**config.mk**
```make
export PLATFORM = sky130hd
export DESIGN_NAME = musicbox_play_ctrl_flat
export DESIGN_NICKNAME = d
export VERILOG_FILES = /design/src/rtl/musicbox_pkg.sv /design/src/rtl/musicbox_play_ctrl_if.sv /design/src/rtl/musicbox_elapsed.sv /design/src/rtl/musicbox_play_ctrl.sv /design/src/flat_wrapper.sv
export SDC_FILE = /design/constraint.sdc
export NUM_CORES = 1
export LEC_CHECK = 0
export CORE_MARGIN = 5
export CORE_UTILIZATION = 56
export CTS_CLUSTER_SIZE = 20
export DETAILED_ROUTE_END_ITERATION = 6
export PLACE_DENSITY = 0.82
export SETUP_SLACK_MARGIN = 0.15
export SLEW_MARGIN = 20
export SYNTH_ARGS = -nofsm -noshare
export SYNTH_HDL_FRONTEND = slang
export SYNTH_SLANG_ARGS = --single-unit
```
**constraint.sdc**
```tcl
create_clock -name clk -period 2.65 [get_ports clk]
set_clock_uncertainty 0.05 [all_clocks]
set_input_delay 0.6625 -clock clk [delete_from_list [all_inputs] [get_ports clk]]
set_output_delay 0.6625 -clock clk [all_outputs]
set_load 0.005 [all_outputs]
```
**src/rtl/musicbox_pkg.sv**
```systemverilog
// Shared types and constants for the music box playback controller.
package musicbox_pkg;

  typedef enum logic [1:0] {
    ST_STOPPED = 2'b00,
    ST_PLAYING = 2'b01,
    ST_PAUSED  = 2'b10,
    ST_SWITCH  = 2'b11
  } state_t;

  localparam logic SONG_1 = 1'b0;
  localparam logic SONG_2 = 1'b1;

  localparam int ELAPSED_W = 12;

endpackage

```
**src/rtl/musicbox_play_ctrl_if.sv**
```systemverilog
// Request/control bundle between button conditioning (master) and the playback controller (slave).
interface musicbox_play_ctrl_if;
  import musicbox_pkg::*;

  logic   play_req;
  logic   song_req;
  logic   tick_1hz;
  logic   song_sel;
  logic   pause;
  logic   sec_tick;
  logic   cnt_clear;
  logic   song_done;
  state_t state;

  modport master (
    output play_req, song_req, tick_1hz,
    input  song_sel, pause, sec_tick, cnt_clear, song_done, state
  );

  modport slave (
    input  play_req, song_req, tick_1hz,
    output song_sel, pause, sec_tick, cnt_clear, song_done, state
  );
endinterface

```
**src/rtl/musicbox_elapsed.sv**
```systemverilog
// Elapsed-seconds register with per-song limit select and end-of-song compare.
module musicbox_elapsed
  import musicbox_pkg::*;
#(
  parameter int SONG1_LEN_S = 95,
  parameter int SONG2_LEN_S = 120
) (
  input  logic clk,
  input  logic RESET,
  input  logic clr,
  input  logic inc,
  input  logic song_sel,
  output logic at_end
);

  localparam logic [ELAPSED_W-1:0] LAST1 = ELAPSED_W'(SONG1_LEN_S - 1);
  localparam logic [ELAPSED_W-1:0] LAST2 = ELAPSED_W'(SONG2_LEN_S - 1);

  logic [ELAPSED_W-1:0] elapsed;
  logic [ELAPSED_W-1:0] last;

  assign last   = (song_sel == SONG_2) ? LAST2 : LAST1;
  assign at_end = (elapsed == last);

  // Clear wins over increment: the wrapping tick restarts the count at zero.
  always_ff @(posedge clk) begin
    if (RESET || clr) begin
      elapsed <= '0;
    end else if (inc) begin
      elapsed <= elapsed + ELAPSED_W'(1);
    end
  end

endmodule

```
**src/rtl/musicbox_play_ctrl.sv**
```systemverilog
// Play/pause/stop/switch controller for the music box.
// Optional feature: define MUSICBOX_AUTOPLAY_EN to alternate songs continuously at end-of-song.
module musicbox_play_ctrl
  import musicbox_pkg::*;
#(
  parameter int SONG1_LEN_S = 95,
  parameter int SONG2_LEN_S = 120
) (
  input logic                 clk,
  input logic                 RESET,
  musicbox_play_ctrl_if.slave bus
);

  if (SONG1_LEN_S < 1 || SONG1_LEN_S > 4095) begin : g_song1_len_err
    $error("SONG1_LEN_S must be within 1..4095");
  end
  if (SONG2_LEN_S < 1 || SONG2_LEN_S > 4095) begin : g_song2_len_err
    $error("SONG2_LEN_S must be within 1..4095");
  end

  state_t state_q, state_nxt;
  logic   song_sel_q, song_sel_nxt;
  logic   from_play_q, from_play_nxt;
  logic   cnt_clear_q, cnt_clear_nxt;
  logic   song_done_q, song_done_nxt;
  logic   tick_ok;
  logic   at_end;
  logic   el_clr;
  logic   el_inc;

  musicbox_elapsed #(
    .SONG1_LEN_S(SONG1_LEN_S),
    .SONG2_LEN_S(SONG2_LEN_S)
  ) u_elapsed (
    .clk     (clk),
    .RESET   (RESET),
    .clr     (el_clr),
    .inc     (el_inc),
    .song_sel(song_sel_q),
    .at_end  (at_end)
  );

  // A tick only counts when playing and no request claims the cycle.
  assign tick_ok = bus.tick_1hz && (state_q == ST_PLAYING) && !bus.play_req && !bus.song_req;

  // NOTE: every signal gets a default before the case so no path leaves it unassigned (no latch).
  always_comb begin
    state_nxt     = state_q;
    song_sel_nxt  = song_sel_q;
    from_play_nxt = from_play_q;
    cnt_clear_nxt = 1'b0;
    song_done_nxt = 1'b0;
    el_clr        = 1'b0;
    el_inc        = 1'b0;
    case (state_q)
      ST_SWITCH: state_nxt = from_play_q ? ST_PLAYING : ST_STOPPED;
      default: begin
        if (bus.song_req) begin
          state_nxt     = ST_SWITCH;
          from_play_nxt = (state_q == ST_PLAYING);
          song_sel_nxt  = ~song_sel_q;
          cnt_clear_nxt = 1'b1;
          el_clr        = 1'b1;
        end else if (bus.play_req) begin
          state_nxt = (state_q == ST_PLAYING) ? ST_PAUSED : ST_PLAYING;
        end else if (tick_ok) begin
          if (at_end) begin
            el_clr        = 1'b1;
            cnt_clear_nxt = 1'b1;
            song_done_nxt = 1'b1;
`ifdef MUSICBOX_AUTOPLAY_EN
            song_sel_nxt  = ~song_sel_q;
`else
            state_nxt     = ST_STOPPED;
`endif
          end else begin
            el_inc = 1'b1;
          end
        end
      end
    endcase
  end

  // NOTE: sequential state uses non-blocking assignments so all registers update from pre-edge values.
  always_ff @(posedge clk) begin
    if (RESET) begin
      state_q     <= ST_STOPPED;
      song_sel_q  <= SONG_1;
      from_play_q <= 1'b0;
      cnt_clear_q <= 1'b0;
      song_done_q <= 1'b0;
    end else begin
      state_q     <= state_nxt;
      song_sel_q  <= song_sel_nxt;
      from_play_q <= from_play_nxt;
      cnt_clear_q <= cnt_clear_nxt;
      song_done_q <= song_done_nxt;
    end
  end

  assign bus.state     = state_q;
  assign bus.song_sel  = song_sel_q;
  assign bus.pause     = (state_q != ST_PLAYING);
  assign bus.sec_tick  = tick_ok;
  assign bus.cnt_clear = cnt_clear_q;
  assign bus.song_done = song_done_q;

endmodule

```
**src/flat_wrapper.sv**
```systemverilog
// flat-port wrapper written by rule: the top's interface ports become plain ports
module musicbox_play_ctrl_flat import musicbox_pkg::*;
#(
  parameter int SONG1_LEN_S = 95,
  parameter int SONG2_LEN_S = 120
)
  (clk, RESET, bus_play_req, bus_song_req, bus_tick_1hz, bus_song_sel, bus_pause, bus_sec_tick, bus_cnt_clear, bus_song_done, bus_state);
  musicbox_play_ctrl_if bus_i ();
  input logic clk;
  input logic RESET;
  input wire logic [$bits(bus_i.play_req)-1:0] bus_play_req;
  input wire logic [$bits(bus_i.song_req)-1:0] bus_song_req;
  input wire logic [$bits(bus_i.tick_1hz)-1:0] bus_tick_1hz;
  output wire logic [$bits(bus_i.song_sel)-1:0] bus_song_sel;
  output wire logic [$bits(bus_i.pause)-1:0] bus_pause;
  output wire logic [$bits(bus_i.sec_tick)-1:0] bus_sec_tick;
  output wire logic [$bits(bus_i.cnt_clear)-1:0] bus_cnt_clear;
  output wire logic [$bits(bus_i.song_done)-1:0] bus_song_done;
  output wire logic [$bits(bus_i.state)-1:0] bus_state;
  assign bus_i.play_req = bus_play_req;
  assign bus_i.song_req = bus_song_req;
  assign bus_i.tick_1hz = bus_tick_1hz;
  assign bus_song_sel = bus_i.song_sel;
  assign bus_pause = bus_i.pause;
  assign bus_sec_tick = bus_i.sec_tick;
  assign bus_cnt_clear = bus_i.cnt_clear;
  assign bus_song_done = bus_i.song_done;
  assign bus_state = bus_i.state;
  musicbox_play_ctrl #(.SONG1_LEN_S(SONG1_LEN_S), .SONG2_LEN_S(SONG2_LEN_S)) u_core (.clk(clk), .RESET(RESET), .bus(bus_i));
endmodule
```
* Word level (Yosys, flattened, before mapping)
Cells that the tools add are included.
** Storage, ports and cells
- Logic and storage cells :: 42
- Input bits :: 5
- Output and inout port bits :: 7
- Flip-flop bits (word level) :: 18
** Cells by class
- Reductions and logical operators :: 11
- Muxes and demuxes :: 18
- Eq/ne operators :: 4
- Add/sub/neg operators :: 1
- Bitwise logic cells :: 2
** Operator list (number)
- $add A12 B1 Y12 const B :: 1
- $eq A12 B7 Y1 :: 1
- $mux W2 :: 6
- $mux W1 :: 11
- $reduce_bool A4 Y1 :: 2
- $mux W6 :: 1
- $reduce_and A2 Y1 :: 2
- $logic_and A1 B1 Y1 :: 3
- $reduce_or A3 Y1 :: 1
- $eq A2 B1 Y1 const B :: 1
- $eq A2 B2 Y1 const B :: 1
- $logic_not A1 Y1 :: 2
- $ne A2 B1 Y1 const B :: 1
- $not A1 Y1 :: 2
- $logic_or A1 B1 Y1 :: 1

* Logic depth before layout (Yosys ltp)
Gate-level depths: netlist (run 1).
- Depth in word-level cells :: 9
- Gate-level depth with buffers :: 6

* Cells and area by module
From an unflattened synthesis (run 1), not the netlist that was laid out.
** Unflattened totals
- Cells, all modules :: 99
- Area, all modules :: 898.4 sq um
** Modules (own cells, without submodules)
- musicbox_elapsed :: instances 1, area each 594.3 sq um, cells each 66, seq. area each 240.2 sq um
- musicbox_play_ctrl :: instances 1, area each 304.0 sq um, cells each 33, seq. area each 120.1 sq um

* Least setup slack after synthesis (run 1)
OpenSTA, ideal clock, no wires.
- Path kind :: input port to output port
- Start :: input bus_play_req
- End :: output bus_sec_tick
- Path slack :: 547 ps
- Data arrival time :: 1391 ps
- Required time :: 1938 ps
- Path buffers :: 1
- Stages :: 4
- Cell sequence :: nor4b_4 -> nand2_2 -> buf_2 -> inv_1
** Between the ends
- Word-level cells in the longest chain between the ends :: 3
** Ends and longest elaborated chain
- start, declared :: line flat_wrapper.sv:11 : input wire logic [$bits(bus_i.play_req)-1:0] bus_play_req;
- $logic_not A1 Y1 :: line musicbox_play_ctrl.sv:44 : assign tick_ok = bus.tick_1hz && (state_q == ST_PLAYING) && !bus.play_req && !bus.song_req;
- $logic_and A1 B1 Y1 (2 in series) :: line musicbox_play_ctrl.sv:44
- end, declared :: line flat_wrapper.sv:16 : output wire logic [$bits(bus_i.sec_tick)-1:0] bus_sec_tick;
No other way between the ends.

* Worst setup path in the final report (run 1)
- Start :: input bus_song_req
- End :: output bus_sec_tick
** Between the ends
- Word-level cells in the longest chain between the ends :: 2
** Ends and longest elaborated chain
- start, declared :: line flat_wrapper.sv:12 : input wire logic [$bits(bus_i.song_req)-1:0] bus_song_req;
- $logic_not A1 Y1 :: line musicbox_play_ctrl.sv:44
- $logic_and A1 B1 Y1 :: line musicbox_play_ctrl.sv:44
No other way between the ends.

==> metrics.txt, run 1 <==
outcome finished clean; Hold Vio Cnt, Final 0; die width around 50 um; cts bufs inserted 3; Residual DRC 0; Slew Limit Fails 0; clock power share 0.282; drt wl/cell roughly 16 um; Antenna diodes 0; drt via density around 6.3; Area Overhead vs Synth 21.8%; mapped cell area 880 sq um; Int Power roughly 370 uW; top library cells by usage in the layout, fill and taps aside dfxtp_1, a21oi_1, clkdlybuf4s50_1; clock sinks 18; Placer Congestion around 0.79; hold crit path type register to register; sequential-to-total area share from yosys stat 0.410; slowest stage delay, CP 0.30 ns; Register-to-Register Path Depth 5; # IOs 12; PwrDens approximately 450 nW/um^2; first-pass GRT wire length 3770 um; crit end category primary output; Placed Cells between 100 and 150; Switching Fraction 0.249; Setup TNS Final 0 ns; Period Utilization, post-route 0.885; critical register-to-register path startpoint u_core.bus.state[0]; IO buf count 11; Max-Slew Margin vs Limit 0.709; CP delay by family, top buffers and inverters; Hold Path End u_core.u_elapsed.elapsed[11]; fillers between 100 and 150; critical path depth 5; Min-Delay Path Depth 2; final WL between 2000 and 2500 um; GRT Util Overall 0.192; top cell type's share of synthesized area 0.410; TritonRoute pass-1 iters 4; peak supply drop slightly above 0.0003 V; combinational power share 0.123; Final Non-Filler Cells 135; Post-synth top flop dfxtp_1; Worst Max-Slew Pin Slew between 0.4 and 0.5 ns; Fmax between 400 and 500 MHz; vias in the first global route just over 800; r2r endpoint u_core.u_elapsed.elapsed[5]; most common cell after layout, fill and taps aside dfxtp_1; crit-path max FO 2; Crit path top cell by count dlygate4sd2_1; FF-to-FF setup slack about 0.81 ns; final net count around 130; async set-reset flop share out of synthesis 0; Initial Util 0.584; total of max-cap violations 0; DRT iter0 DRCs 25; Syn Nets 106; hold path start u_core.u_elapsed.elapsed[11]; CTS tree built; Synth cell types 31; std cell rows 14; unrepaired setup endpoints after global routing false; Mapped Cells 100; Post-CTS Setup Inserts 0; ranking of synthesized cells by area dfxtp_1, a21oi_1, o31ai_1, o21ai_0, nand4_1; Worst-path clk slew 0.10 ns; Clk Latency, worst-skew pair about 0.29 ns; vias post-DR roughly 850; slowest stage cell on the critical path nor4b_4; core area between 1500 and 2000 sq um; Reg power frac 0.594; CP Cell Sequence dlygate4sd2_1, nor4b_4, nand2_2, inv_1, dlygate4sd2_1; crit path kind input port to primary output; Chip Height between 40 and 50 um; clk root buf clkbuf_4; Setup violations, final 0; Post-synth EDFFs 0; Worst Path Required ~1.9 ns; CP Data Arrival Time about 1.6 ns; pin count of the biggest net entering global routing 15; initial antenna violation count 0; cell taking the most area after synthesis dfxtp_1; Switch Pwr around 120 uW; crit path time final between 2 and 2.5 ns; total grt overflow 0; Leak Pwr 0.380 nW; Synth Area per Inst between 8 and 9 sq um; Seq cells post-synth 18; DP Wirelength roughly 1500 um; full die area between 2000 and 2500 sq um; htree depth 1; Syn. warnings 0; Worst Path Buf+Inv 3; clock buffer depth 2; crit path launch type input port; share of cells above drive strength 1 0.101; Antenna Nets Post-Route 0
[sequential cells by signal, indices dropped and copies added (netlist names)]
register	cells
u_core.bus.song_done	1
u_core.u_elapsed.elapsed	12
u_core.bus.song_sel	1
u_core.bus.state	2
u_core.bus.cnt_clear	1
u_core.from_play_q	1
[worst reg2reg max path: stages (launching register included)]
cell and delay [ns]:
dfxtp_1 0.49, nor4b_4 0.29, nand2_2 0.10, buf_4 0.18, or4_1 0.52, a21oi_1 0.15
[synth_stat cells, drive strengths merged (2+ instances only)]
cell type and n:
dfxtp 18, a21oi 12, nand2 8, o21ai 7, nor2 6, nand4 5, o31ai 5, nor3 4
or3 4, or4 4, xor2 3, and2 2, and4 2, buf 2, inv 2, nand3 2
nor4b 2
[power groups by stage]
stage,Sequential [mW],Clock (mW),Combinational [mW]
2_1_floorplan,0.293,0,0.0240
3_3_place_gp,0.294,0,0.0595
3_5_place_dp,0.295,0,0.0610
4_1_cts,0.289,0.139,0.0601
5_1_grt,0.291,0.157,0.0649
6_report,0.289,0.137,0.0600
[stage by stage]
| step | util | power, mW | cell area [sq um] | worst slack [ns] | hold slack (ns) |
|---|---|---|---|---|---|
| 2_1_floorplan | - | 0.317 | 880 | 0.547 | 0.408 |
| 3_3_place_gp | 0.699 | 0.354 | 1050 | -0.151 | 0.416 |
| 3_5_place_dp | 0.699 | 0.356 | 1050 | -0.156 | 0.438 |
| 4_1_cts | 0.711 | 0.488 | 1070 | 0.298 | 0.455 |
| 5_1_grt | 0.711 | 0.513 | 1070 | 0.216 | 0.493 |
| 6_report | 0.711 | 0.486 | 1070 | 0.304 | 0.463 |
[layer usage]
metal | vias up | track usage | share of wire
met1 | 403 | 0.269 | 0.48
met5 | - | 0 | 0
met2 | 22 | 0.271 | 0.46
met4 | 0 | 0.0961 | 0.022
li1 | 423 | - | -
met3 | 5 | 0.0422 | 0.041
[final cells by class]
class	instances	area, sq um	share of cell area
inverters	2	7.51	0.00701
flip-flops and latches	18	360	0.336
clock buffers	3	22.5	0.0210
multi-input cells	78	502	0.468
repair buffers	18	159	0.148
well taps	16	20.0	0.0187
[worst max path at each step]
stage / start / to
floorplan: bus_play_req / bus_sec_tick
global route: bus_song_req / bus_sec_tick
global placement: bus_play_req / bus_sec_tick
finish: bus_song_req / bus_sec_tick
detailed placement: bus_play_req / bus_sec_tick
CTS: bus_song_req / bus_sec_tick
[cell families after synthesis]
group                    after synthesis  synth area share
AO/OA/AOI/OAI                         28             0.192
XOR/XNOR                               4            0.0398
adder cells (fa/ha/maj)                1            0.0142
buffers and inverters                  4            0.0199
flip-flops                            18             0.410
multiplexers                           1            0.0114
AND/OR/NAND/NOR                       44             0.313
[what timing repair did]
| item | CTS | global route |
|---|---|---|
| hold buffers | 0 | 0 |
| endpoints found under the hold margin | 0 | 0 |
| endpoints found under the setup margin | 1 | 0 |
| resized for setup | 3 | 0 |
Note: power is estimated with default switching activity, not from simulation.
==> run 2: changes to the inputs <==
ABC_AREA = 1   (was not set)
SYNTH_HIERARCHICAL = 1   (was not set)
==> run 2 against run 1 <==
Highest routed layer unchanged. Largest cell class unchanged. Combinational power rose by 5.5%. Worst hold slack got worse by 0.035 ns. Largest power group unchanged. Final area rose by 5.3%. First-iteration DRC count rose by 60%. Sequential power fell by 2%. Critical path type unchanged. Critical endpoint unchanged. Fmax fell by 1.4%. Critical path depth did not move.
==> metrics.txt, run 2 <==
outcome finished clean; std cell rows 14 (unchanged); initial antenna violation count 0 (unchanged); clk root buf clkbuf_4; number of flip-flops under the largest register name 12 (unchanged); crit end category primary output; Setup TNS Final 0 ns (unchanged); Syn Nets 142 (+34%); drt via density 5.24 (-17%); most frequent cell after synthesis nand2_1; vias post-DR 896 (+5.0%); sequential-to-total area share from yosys stat 0.390 (-0.0200); TritonRoute pass-1 iters 4 (unchanged); Int Power 392 uW (+7.3%); Worst-path clk slew 0.10 ns (about the same); combinational power share 0.123 (about the same); Chip Height 50.6 um (+2.0%); DP Wirelength 1460 um (-2.2%); share of cells above drive strength 1 0.129 (+0.0282); Syn. warnings 6 (+6); PwrDens 456 nW/um^2 (+0.52%); drt wl/cell 11.5 um (-26%); full die area 2560 sq um (+4.1%); Slew Limit Fails 0 (unchanged); Leak Pwr 0.440 nW (+16%); top library cells by usage in the layout, fill and taps aside nand2_1, nor2_1, dfxtp_1; CP delay by family, top buffers and inverters; total grt overflow 0 (unchanged); Reg power frac 0.552 (-0.042); Antenna Nets Post-Route 0 (unchanged); pin count of the biggest net entering global routing 11 (-4); # hold bufs at CTS 0 (unchanged); hold crit path type register to register; Hold Vio Cnt, Final 0 (unchanged); slowest stage cell on the critical path clkdlybuf4s50_1; Max-Slew Margin vs Limit 0.714 (+0.00435); Initial Util 0.600 (+0.0160); Synth cell types 22 (-29%); top cells by count, synth nand2_1, nor2_1, dfxtp_1, inv_1; cts bufs inserted 3 (unchanged); DRT iter0 DRCs 40 (+60%); crit path time final 2.38 ns (+0.0334 ns); Fmax 420 MHz (-1.4%); Switching Fraction 0.238 (-0.0107); clock buffer depth 2 (unchanged); CTS tree built; Placer Congestion 0.786 (-0.61%); Post-synth EDFFs 0 (unchanged); worst slack, placed 0.00357 ns (+0.160 ns); Mapped Cells 136 (+36%); total power 514 uW (+5.8%); # IOs 12 (unchanged); Switch Pwr 122 uW (+1.3%); slowest stage delay, CP 0.44 ns (+0.14 ns); Clk Latency, worst-skew pair 0.29 ns (about the same); clock power share 0.325 (+0.043); Largest Register u_core/u_elapsed/elapsed; GRT Util Overall 0.165 (-0.0266); Setup violations, final 0 (unchanged); crit-path max FO 2 (unchanged); crit path launch type input port; post-route setup slack 0.270 ns (-0.0334 ns); CP Cell Sequence clkdlybuf4s50_1, nor2_2, nand3_2, inv_1, dlygate4sd2_1; Worst Max-Slew Pin Slew 0.429 ns (-0.000930 ns); htree depth 1 (unchanged); async set-reset flop share out of synthesis 0 (unchanged); mapped cell area 925 sq um (+5.1%); die width 50.6 um (+2.0%); top cell type's share of synthesized area 0.390 (-0.0200); first-pass GRT wire length 3300 um (-12%); Seq cells post-synth 18 (unchanged); IO buf count 11 (unchanged); vias in the first global route 762 (-6.5%); Antenna diodes 0 (unchanged); final net count 162 (+28%); ranking of synthesized cells by area dfxtp_1, nand2_1, nor2_1, a21oi_1, nand3_1; peak supply drop 0.000368 V (+22%); Area Overhead vs Synth 21.9%; cell taking the most area after synthesis dfxtp_1; unrepaired setup endpoints after global routing false; Post-synth top flop dfxtp_1; Residual DRC 0 (unchanged); total of max-cap violations 0 (unchanged); final WL 1960 um (-6.9%); core area 1540 sq um (+2.3%); Worst Path Required 1.94 ns (about the same); Period Utilization, post-route 0.898 (+0.0126); most common cell after layout, fill and taps aside nand2_1; Synth Area per Inst 6.80 sq um (-23%); fillers 126 (-2.3%); clock sinks 18 (unchanged); CP Data Arrival Time 1.67 ns (+0.04 ns); crit path kind input port to primary output; Worst Path Buf+Inv 3 (unchanged)
[run 2: per-layer routing]
layer	GRT usage	vias up	share of wire
met5	0	-	0
met4	0.0638	0	0.014
met1	0.210	388	0.47
li1	-	482	-
met2	0.267	22	0.47
met3	0.0385	4	0.051
[run 2: timing repair]
item	in CTS	in global routing
endpoints found under the setup margin	1	0
resized for setup	2	0
buffers inserted	1	0
[run 2: cell families (layout without fill, tap and decap cells)]
group           count (synthesis)  in the layout  share of synthesized area
flops                          18             18                      0.390
xor+xnor                        1              1                    0.00947
compound gates                 18             18                      0.103
fa+ha+maj                       1              1                     0.0135
simple gates                   79             79                      0.406
buf+inv                        19             38                     0.0785
[run 2: worst min-delay path: stages, from the launching register on]
cell,delay [ns]
dfxtp_1,0.32
nand2_1,0.06
a21oi_1,0.05
[run 2: area by class of cell]
cell class | count | area [sq um] | share of cell area
tap | 16 | 20.0 | 0.0178
inverter | 18 | 67.6 | 0.0599
clock buffer | 4 | 36.3 | 0.0322
timing repair buffer | 16 | 146 | 0.130
multi-input combinational | 99 | 497 | 0.441
sequential | 18 | 360 | 0.320
[run 2: through the flow]
step	instances	util	hold WS [ns]	area (sq um)
after global placement	166	0.700	0.405	1080
after floorplan	136	-	0.384	925
after detailed placement	166	0.700	0.413	1080
after global routing	171	0.731	0.451	1130
after CTS	171	0.731	0.429	1130
final	171	0.731	0.428	1130
[run 2: path summary, 6_finish.rpt]
kind                                                   from                     endpoint  slack (ns)  depth (start not counted)
worst max-delay path                           bus_play_req                 bus_sec_tick        0.27                          5
worst min register to register           u_core/from_play_q           u_core/from_play_q        0.43                          2
worst max register to register  u_core/u_elapsed/elapsed[3]  u_core/u_elapsed/elapsed[3]        0.86                          9
worst min-delay path                     u_core/from_play_q           u_core/from_play_q        0.43                          2
[run 2: power by group through the flow]
stage               registers [mW]  clock network, mW  logic [mW]
finish                       0.284              0.167      0.0633
global route                 0.285              0.191      0.0694
CTS                          0.284              0.177      0.0636
detailed placement           0.290                  0      0.0618
global placement             0.290                  0      0.0602
floorplan                    0.290                  0      0.0288
==> run 3: changes to the inputs <==
CELL_PAD_IN_SITES_DETAIL_PLACEMENT = 0   (was not set)
CELL_PAD_IN_SITES_GLOBAL_PLACEMENT = 1   (was not set)
CORE_UTILIZATION = 40   (was 56)
==> run 3 against run 2 <==
Worst hold slack better by 0.0082 ns. Sequential share of layout area rose by 0.11 points. Critical path type unchanged. Highest routed layer unchanged. Clock power is 20% lower.
==> metrics.txt, run 3 (synthesized netlist as in run 2, its figures left out) <==
outcome finished clean; PwrDens 427 nW/um^2 (-6.4%); Worst-path clk slew 0.09 ns (about the same); unrepaired setup endpoints after global routing false; Switch Pwr 119 uW (-3.0%); Multi-input gate area 492 sq um (-1.0%); slowest stage delay, CP 0.43 ns (about the same); crit-path max FO 2 (unchanged); first-pass GRT wire length 3230 um (-2.1%); total of max-cap violations 0 (unchanged); Leak Pwr 0.433 nW (-1.7%); clock sinks 18 (unchanged); clock buffer depth 2 (unchanged); Setup violations, final 0 (unchanged); GRT Util Overall 0.120 (-0.0446); CP delay by family, top buffers and inverters; crit path kind input port to primary output; share of cells above drive strength 1 0.117 (-0.0121); Area Overhead vs Synth 21.5%; TritonRoute pass-1 iters 4 (unchanged); Slew Limit Fails 0 (unchanged); slowest stage cell on the critical path clkdlybuf4s50_1; Clk Latency, worst-skew pair 0.28 ns (about the same); final hold slack 0.436 ns (+0.00817 ns); crit path time final 2.33 ns (-0.0453 ns); initial antenna violation count 0 (unchanged); # hold bufs at CTS 0 (unchanged); CP Data Arrival Time 1.62 ns (-0.05 ns); critical path depth 5 (unchanged); total power 480 uW (-6.7%); Antenna Nets Post-Route 0 (unchanged); sequential cell area 360 sq um (unchanged); pin count of the biggest net entering global routing 10 (-1); Chip Height 58.1 um (+15%); Int Power 361 uW (-7.9%); placed cell area 1100 sq um (+2.1%); crit path capture bus_sec_tick; Final Util 0.508 (-0.223); core area 2210 sq um (+44%); crit path launch type input port; die width 58.1 um (+15%); DRT iter0 DRCs 55 (+38%); vias in the first global route 739 (-3.0%); fillers 232 (+84%); vias post-DR 875 (-2.3%); Setup TNS Final 0 ns (unchanged); worst slack, placed 0.0393 ns (+0.0357 ns); Hold Vio Cnt, Final 0 (unchanged); full die area 3370 sq um (+32%); final net count 162 (unchanged); FF-to-FF setup slack 0.83 ns (-0.03 ns); Largest Register u_core/u_elapsed/elapsed; std cell rows 17 (+3); grt met2 use 0.168 (-0.0988); IO buf count 11 (unchanged); Antenna diodes 0 (unchanged); most common cell after layout, fill and taps aside nand2_1; Residual DRC 0 (unchanged); # IOs 12 (unchanged); Switching Fraction 0.247 (+0.00948); total grt overflow 0 (unchanged); Max-Slew Margin vs Limit 0.751 (+0.0368); Worst Path Buf+Inv 3 (unchanged); design area 1120 sq um (-0.33%); peak supply drop 0.000307 V (-17%); crit end category primary output; combinational power share 0.130 (+0.007); grt peak-use layer met1; top library cells by usage in the layout, fill and taps aside nand2_1, nor2_1, dfxtp_1; GRT met3 Usage 0.0200 (-0.0184); number of flip-flops under the largest register name 12 (unchanged); Period Utilization, post-route 0.881 (-0.0171); Final Non-Filler Cells 182 (+6.4%); hold path start u_core/from_play_q; drt via density 4.81 (-8.2%); CTS tree built; Placer Congestion 0.773 (-1.7%); clock power share 0.277 (-0.048); Reg power frac 0.592 (+0.040); critical register-to-register path startpoint u_core/u_elapsed/elapsed[3]; Worst Max-Slew Pin Slew 0.373 ns (-0.0561 ns); clk root buf clkbuf_4; Initial Util 0.418 (-0.182); CP startpoint bus_play_req; Post-CTS Setup Inserts 0 (-1); Placed Cells 179 (+7.8%); r2r endpoint u_core/u_elapsed/elapsed[5]; met1 Usage GRT 0.185 (-0.0253); post_cts resized 1 (-1); post-route setup slack 0.316 ns (+0.0453 ns); htree depth 1 (unchanged); CP Cell Sequence clkdlybuf4s50_1, nor2_2, nand3_1, inv_1, dlygate4sd2_1; Worst Path Required 1.94 ns (about the same); DP Wirelength 1520 um (+4.1%); drt wl/cell 10.8 um (-5.6%); cts bufs inserted 3 (unchanged); hold crit path type register to register; Fmax 428 MHz (+1.9%); Register-to-Register Path Depth 9 (unchanged); final WL 1970 um (+0.51%)
## run 3: cell count changes in the layout (fill, tap and decap cells not counted)
cell / before / now
nand3_1: 11 / 12
nand3_2: 2 / 1
clkbuf_8: 1 / 0
## run 3: worst reg2reg max path, delay by kind of cell (launching register included)
kind               cells  cell delay, ns
AOI/OAI and AO/OA      2            0.25
DFF                    1            0.48
and+or+nand+nor        7            0.96
## run 3: layer usage
layer / part of all wire / vias to the layer above
li1: - / 477
met3: 0.045 / 2
met4: 0.0086 / 0
met5: 0 / -
met2: 0.41 / 22
met1: 0.53 / 374
## run 3: area by class of cell
| class | count | area share |
|---|---|---|
| multi-input cells | 99 | 0.438 |
| flip-flops and latches | 18 | 0.321 |
| repair buffers | 16 | 0.130 |
| inverters | 18 | 0.0601 |
| well taps | 28 | 0.0312 |
| clock buffers | 3 | 0.0200 |
## run 3: how the worst min path moves through the flow
stage                                    end  cells past startpoint  slack, ns
after floorplan           u_core/from_play_q                      2       0.38
after global placement    u_core/from_play_q                      2       0.41
after detailed placement  u_core/from_play_q                      2       0.42
after CTS                 u_core/from_play_q                      2       0.43
after global routing      u_core/from_play_q                      2       0.46
final                     u_core/from_play_q                      2       0.44
## run 3: power by group through the flow
stage,clock network [mW],registers [mW],logic [mW]
after floorplan,0,0.290,0.0288
after global placement,0,0.290,0.0622
after detailed placement,0,0.290,0.0628
after CTS,0.143,0.284,0.0629
after global routing,0.153,0.285,0.0684
final,0.133,0.284,0.0626
